**config.mk**
```make
export PLATFORM = sky130hd
export DESIGN_NAME = hqm_aw_rr_binenc
export DESIGN_NICKNAME = d
export VERILOG_FILES = /design/src/rtl/hqm_aw_pkg.sv /design/src/rtl/hqm_aw_rr_binenc_core.sv /design/src/rtl/hqm_aw_rr_binenc.sv
export SDC_FILE = /design/constraint.sdc
export NUM_CORES = 1
export LEC_CHECK = 0
export CELL_PAD_IN_SITES_DETAIL_PLACEMENT = 2
export CELL_PAD_IN_SITES_GLOBAL_PLACEMENT = 2
export CORE_AREA = 2 2 39 41
export DETAILED_ROUTE_END_ITERATION = 16
export DIE_AREA = 0 0 41 43
export PLACE_DENSITY_LB_ADDON = 0.1
export SLEW_MARGIN = 15
export SYNTH_ARGS = -nofsm -noshare
export SYNTH_HDL_FRONTEND = slang
export SYNTH_SLANG_ARGS = --single-unit
```
**constraint.sdc**
```tcl
create_clock -name clk -period 2.6 [get_ports clk]
set_input_delay 0.39 -clock clk [delete_from_list [all_inputs] [get_ports clk]]
set_output_delay 0.39 -clock clk [all_outputs]
set_load 0.02 [all_outputs]
```
**src/rtl/hqm_aw_pkg.sv**
```systemverilog
// Shared helpers for the hqm_aw block family.
package hqm_aw_pkg;

    // Floor of log2; returns 0 for inputs of 0 or 1.
    function automatic int aw_logb2(input int value);
        int r;
        r = 0;
        for (int i = 1; i < 32; i++) begin
            if ((value >> i) != 0) r = i;
        end
        return r;
    endfunction

endpackage

```
**src/rtl/hqm_aw_rr_binenc_core.sv**
```systemverilog
// Combinational masked priority search starting at ptr, in either direction,
// falling back to the unmasked vector when nothing lies at or beyond ptr.
module hqm_aw_rr_binenc_core
    import hqm_aw_pkg::*;
#(
    parameter int WIDTH  = 2,
    parameter int MSB    = 0,
    parameter int EWIDTH = aw_logb2(WIDTH - 1) + 1
) (
    input  logic [WIDTH-1:0]  req,
    input  logic [EWIDTH-1:0] ptr,
    output logic [EWIDTH-1:0] winner,
    output logic [WIDTH-1:0]  onehot,
    output logic              any
);

    logic [WIDTH-1:0] masked;
    logic [WIDTH-1:0] search;

    // Keep only bits at or after ptr in the search direction.
    generate
        for (genvar gi = 0; gi < WIDTH; gi++) begin : g_mask
            if (MSB == 0) begin : g_asc
                assign masked[gi] = req[gi] & (EWIDTH'(gi) >= ptr);
            end else begin : g_desc
                assign masked[gi] = req[gi] & (EWIDTH'(gi) <= ptr);
            end
        end
    endgenerate

    assign search = (|masked) ? masked : req;
    assign any    = |req;

    // Later loop iterations overwrite earlier ones, so the iteration order
    // picks lowest-first (MSB=0) or highest-first (MSB=1).
    always_comb begin
        winner = '0;
        if (MSB == 0) begin
            for (int i = WIDTH - 1; i >= 0; i--) begin
                if (search[i]) winner = EWIDTH'(i);
            end
        end else begin
            for (int i = 0; i < WIDTH; i++) begin
                if (search[i]) winner = EWIDTH'(i);
            end
        end
    end

    generate
        for (genvar gi = 0; gi < WIDTH; gi++) begin : g_onehot
            assign onehot[gi] = any & (winner == EWIDTH'(gi));
        end
    endgenerate

endmodule

```
**src/rtl/hqm_aw_rr_binenc.sv**
```systemverilog
// Registered round-robin / fixed priority encoder with a one-entry output
// stage and valid/ready handshakes on both sides.
module hqm_aw_rr_binenc
    import hqm_aw_pkg::*;
#(
    parameter int WIDTH  = 2,
    parameter int MSB    = 0,
    parameter int RR     = 1,
    parameter int EWIDTH = aw_logb2(WIDTH - 1) + 1
) (
    input  logic              clk,
    input  logic              rst,
    input  logic              ptr_rst,
    input  logic              req_v,
    input  logic [WIDTH-1:0]  req,
    output logic              req_ready,
    output logic              out_v,
    input  logic              out_ready,
    output logic [EWIDTH-1:0] out_enc,
    output logic [WIDTH-1:0]  out_onehot,
    output logic              out_any
);

    localparam logic [EWIDTH-1:0] PTR_INIT = (MSB != 0) ? EWIDTH'(WIDTH - 1) : '0;
    localparam logic [EWIDTH-1:0] PTR_LAST = EWIDTH'(WIDTH - 1);

    logic [EWIDTH-1:0] ptr_reg, ptr_next;
    logic              out_v_reg;
    logic [EWIDTH-1:0] out_enc_reg;
    logic [WIDTH-1:0]  out_onehot_reg;
    logic              out_any_reg;

    logic [EWIDTH-1:0] winner;
    logic [WIDTH-1:0]  onehot;
    logic              any;
    logic              accept;

    hqm_aw_rr_binenc_core #(
        .WIDTH  (WIDTH),
        .MSB    (MSB),
        .EWIDTH (EWIDTH)
    ) u_core (
        .req    (req),
        .ptr    (ptr_reg),
        .winner (winner),
        .onehot (onehot),
        .any    (any)
    );

    assign req_ready = !out_v_reg | out_ready;
    assign accept    = req_v & req_ready;

    // Wrap explicitly at WIDTH-1 / 0 so non-power-of-2 widths stay in range.
    always_comb begin
        ptr_next = ptr_reg;
        if (ptr_rst) begin
            ptr_next = PTR_INIT;
        end else if ((RR != 0) && accept && any) begin
            if (MSB == 0) begin
                ptr_next = (winner == PTR_LAST) ? '0 : winner + EWIDTH'(1);
            end else begin
                ptr_next = (winner == '0) ? PTR_LAST : winner - EWIDTH'(1);
            end
        end
    end

    always_ff @(posedge clk) begin
        if (rst) begin
            ptr_reg        <= PTR_INIT;
            out_v_reg      <= 1'b0;
            out_enc_reg    <= '0;
            out_onehot_reg <= '0;
            out_any_reg    <= 1'b0;
        end else begin
            ptr_reg <= ptr_next;
            if (accept) begin
                out_v_reg      <= 1'b1;
                out_enc_reg    <= winner;
                out_onehot_reg <= onehot;
                out_any_reg    <= any;
            end else if (out_ready) begin
                out_v_reg <= 1'b0;
            end
        end
    end

    assign out_v      = out_v_reg;
    assign out_enc    = out_enc_reg;
    assign out_onehot = out_onehot_reg;
    assign out_any    = out_any_reg;

endmodule

```
# Word-level counts from Yosys, hierarchy flattened
# Index checks and enable logic that the tools add are counted.
dict set report totals {
  inputBits 7
  out_inout_bits 6
  wordCells 27
  register_bits 6
}
dict set report op_classes {
  reduce_logical 6
  bitwise 7
  addsub 1
  magnitude_cmp 2
  n_mux 6
}
# op n
set ops {}
lappend ops {{$reduce_or A2 Y1} 3}
lappend ops {{$and A1 B1 Y1} 5}
lappend ops {{$mux W1} 5}
lappend ops {{$ge A1 B1 Y1 const A} 2}
lappend ops {{$mux W2} 1}
lappend ops {{$reduce_bool A2 Y1} 1}
lappend ops {{$add A1 B1 Y1 const B} 1}
lappend ops {{$logic_and A1 B1 Y1} 1}
lappend ops {{$logic_not A1 Y1} 1}
lappend ops {{$not A1 Y1} 1}
lappend ops {{$or A1 B1 Y1} 1}

# Depth between registers and ports, before layout
dict set report logic_depth {
  word_depth 8
  ltp_mapped 4
  mapped_depth_nobuf 4
}

# Modules after synthesis
# A second synthesis with hierarchy kept.
dict set report unflattened {
  hier_cells 31
  area_unflattened_um2 267.8
}
# module cells_per_inst n_inst seq_area_each_um2 area_per_inst_um2
set modules_own_cells {}
lappend modules_own_cells {hqm_aw_rr_binenc 26 1 120.1 235.2}
lappend modules_own_cells {hqm_aw_rr_binenc_core 5 1 0.0 32.5}

# Least setup slack after synthesis
# No wires, ideal clock.
dict set report synth_path {
  path_kind {register to output}
  startpoint {reg out_v_reg (netlist: out_v)}
  endpoint {out req_ready}
  arrival_time_ps 759
  n_path_buf 0
  stages_incl_launch_ff 3
  t_required_ps 2210
  slack_ps 1451
  path_cell_list {dfxtp_1 nor2b_4 inv_2}
}
dict set report synth_via {
  elab_chain_cells 2
}
# item line
set synth_rtl {}
lappend synth_rtl {{from (decl)} hqm_aw_rr_binenc.sv:28} ;# logic out_v_reg;
lappend synth_rtl {{from (signal assigned)} hqm_aw_rr_binenc.sv:70} ;# out_v_reg <= 1'b0;
lappend synth_rtl {{from (signal assigned)} hqm_aw_rr_binenc.sv:77} ;# out_v_reg <= 1'b1;
lappend synth_rtl {{from (signal assigned)} hqm_aw_rr_binenc.sv:82} ;# out_v_reg <= 1'b0;
lappend synth_rtl {{$logic_not A1 Y1} hqm_aw_rr_binenc.sv:50} ;# assign req_ready = !out_v_reg | out_ready;
lappend synth_rtl {{$or A1 B1 Y1} hqm_aw_rr_binenc.sv:50}
lappend synth_rtl {{to (decl)} hqm_aw_rr_binenc.sv:16} ;# output logic req_ready,
# Every way passes these cells.

# Worst setup path after layout
dict set report layout_path {
  startpoint {in out_ready}
  endpoint {out req_ready}
}
dict set report layout_via {
  elab_chain_cells 1
}
# item line
set layout_rtl {}
lappend layout_rtl {{from (decl)} hqm_aw_rr_binenc.sv:18} ;# input logic out_ready,
lappend layout_rtl {{$or A1 B1 Y1} hqm_aw_rr_binenc.sv:50}
# Every way passes these cells.

==> run summary <==
Outcome -> complete, no violations
Layout cells sized above 1 -> 19.05%
Residual DRC count -> 0
Final wirelength -> 815 um
Synth async-reset ratio -> 0%
Starting Density -> 18.99%
Critical path class -> in2out
CTS max path bufs -> 2
Worst Max-Slew Pin Slew -> 0.2855 ns
DR vias -> 281
Post-CTS setup buffer count -> 0
Reg area -> 120.1 um2
H-tree Lvls -> 1
Worst hold path type -> reg2reg
Crit path from -> out_ready
Largest cells by area after synthesis -> dfxtp_1 (46%), nor4_4 (8.1%), a31o_1 (6.7%)
Die area -> 0.001763 mm2
Crit path max fanout -> 7
Critical Path Start Type -> input port
Register area share after synthesis -> 45.71%
Finished Layout Cells -> 58
Row cnt -> 14
Power per cell area -> 556.1 mW/mm2
Wire per inst -> 14.05 um
Buffers on Ports -> 12
DPL Wire Length -> 664.2 um
Iteration-0 DRC Markers -> 0
Fmax -> 477.9 MHz
Crit end category -> primary output
Core ar. -> 0.001384 mm2
Clock-pin slew on the worst setup and hold paths -> 0.04 ns
Pin count of the biggest net entering global routing -> 8
Diode count -> 0
Post-CTS Hold Buffers -> 0
Vias in the first global route -> 318
Area Growth Syn to Fin -> 61.90%
Top-count cell post-synth -> dfxtp_1
Setup TNS -> 0 ns
P_leak -> 0.1564 nW
CTS resizes -> 0
Final net count -> 51
Warnings, synthesis -> 0
Yosys cell types -> 16
Synth area leader -> dfxtp_1
Max reg flops -> 2
Worst setup endpoint -> req_ready
Total global routing overflow -> 0
Crit Reg-Reg Endpoint -> out_any
Post-synth EDFFs -> 0
# Max-Cap Violations -> 0
Worst VDD drop -> 0.0002221 V
DRT Pass-1 Iters -> 1
Syn Nets -> 34
CTS Buf Count -> 3
Post-layout minimum cycle time -> 2.093 ns
Layout fillers -> 159
Skew final -> 0.004161 ns
Antenna-violating nets left -> 0
Headroom to the max-slew limit -> 80.91%
DP Cell Count -> 55
Multi-input gate area -> 131.4 um2
First-pass GRT wire length -> 1338 um
Synth top cells by count -> dfxtp_1 (6), a21oi_1 (3)
Main synth FF type -> dfxtp_1
R2R Setup Slk -> 1.60 ns
Avg Inst Size Synth -> 9.732 um2
CP Data Arrival Time -> 1.70 ns
R2R depth -> 4
CTS Sinks -> 6
Req. time, crit path -> 2.21 ns
R2r startpoint -> out_v
Worst skew pair latency -> 0.25 ns
Initial antenna violation count -> 0
Synthesized area -> 262.8 um2
RSZ-0062 raised after global routing -> false
Yosys reg bits -> 6
Period utilization -> 80.49%
Endpoints failing setup -> 0
Post-synth top area share -> 45.71%
Slew Viols, Final -> 0
Via/cell ratio -> 4.845
Die height -> 43 um
Cells after synthesis -> 27
Placement Cell Area -> 402.9 um2
Final RePlAce weighted congestion -> 0.6276
CTS tree -> done
Hold Fails Final Rpt -> 0
Design area -> 425.4 um2
Die X -> 41 um
Root Driver -> clkbuf_4
Overall Global Routing Usage -> 12.68%
I/O pin cnt -> 13
-- cell families after synthesis --
logic type | Yosys count | share of synthesized area (%)
flops | 6 | 45.72
compound gates | 9 | 22.38
simple gates | 9 | 27.62
buf+inv | 3 | 4.285
-- through the flow --
step | worst slack, ns | utilization, % | hold WS, ns | total power [mW]
2_1_floorplan | 1.451 | - | 0.4591 | 0.1220
3_3_place_gp | 0.5155 | 29.11 | 0.4618 | 0.1473
3_5_place_dp | 0.4985 | 29.11 | 0.4736 | 0.1496
4_1_cts | 0.4932 | 30.74 | 0.4875 | 0.2438
5_1_grt | 0.4531 | 30.74 | 0.4927 | 0.2480
6_report | 0.5073 | 30.74 | 0.4783 | 0.2366
-- worst max-delay path, cell delays in order --
cell	delay, ns
clkdlybuf4s50_1	0.50
nor2b_4	0.07
inv_2	0.12
clkdlybuf4s50_1	0.63
-- metal layers --
| metal | part of all wire, % | GRT usage (%) | wire [um] |
|---|---|---|---|
| met1 | 32 | 9.709 | 257 |
| met2 | 55 | 20.00 | 449 |
| met3 | 9.3 | 8.901 | 76 |
| met4 | 3.8 | 10.00 | 31 |
| met5 | 0 | 0 | 0 |
-- cells in the final DEF (no fill, tap or decap) --
| master | instances |
|---|---|
| inv_1 | 2 |
| dfxtp_1 | 6 |
| nand2_1 | 2 |
| a211oi_1 | 1 |
| a311oi_1 | 1 |
| nand2_2 | 1 |
| clkdlybuf4s50_1 | 12 |
| nor2_1 | 1 |
| nand3_1 | 1 |
| nand4_1 | 1 |
| and2b_2 | 1 |
| a21oi_1 | 3 |
| clkbuf_4 | 3 |
| nor2b_4 | 1 |
| nor4_4 | 1 |
| o21ai_0 | 2 |
| a31o_1 | 2 |
| inv_2 | 1 |
-- area by class of cell --
cell class	instances	area share (%)
repair buffers	12	28.24
clock buffers	3	5.294
flip-flops and latches	6	28.24
well taps	16	4.706
multi-input cells	18	30.88
inverters	3	2.647
-- where the power goes --
part           internal, mW  switching (mW)
registers            0.0974         0.00273
clock network        0.0524          0.0370
logic                0.0236          0.0233
total                 0.174          0.0630
-- worst min path at each step --
stage,from,slack (ns),to,depth (start not counted)
after floorplan,rst,0.46,out_onehot[0],1
after global placement,out_onehot[0],0.46,out_onehot[0],2
after detailed placement,out_enc,0.47,out_enc,1
after CTS,out_enc,0.49,out_enc,1
after global routing,out_enc,0.49,out_enc,1
final,out_enc,0.48,out_enc,1
No activity file was read; power rests on OpenSTA's default activity.
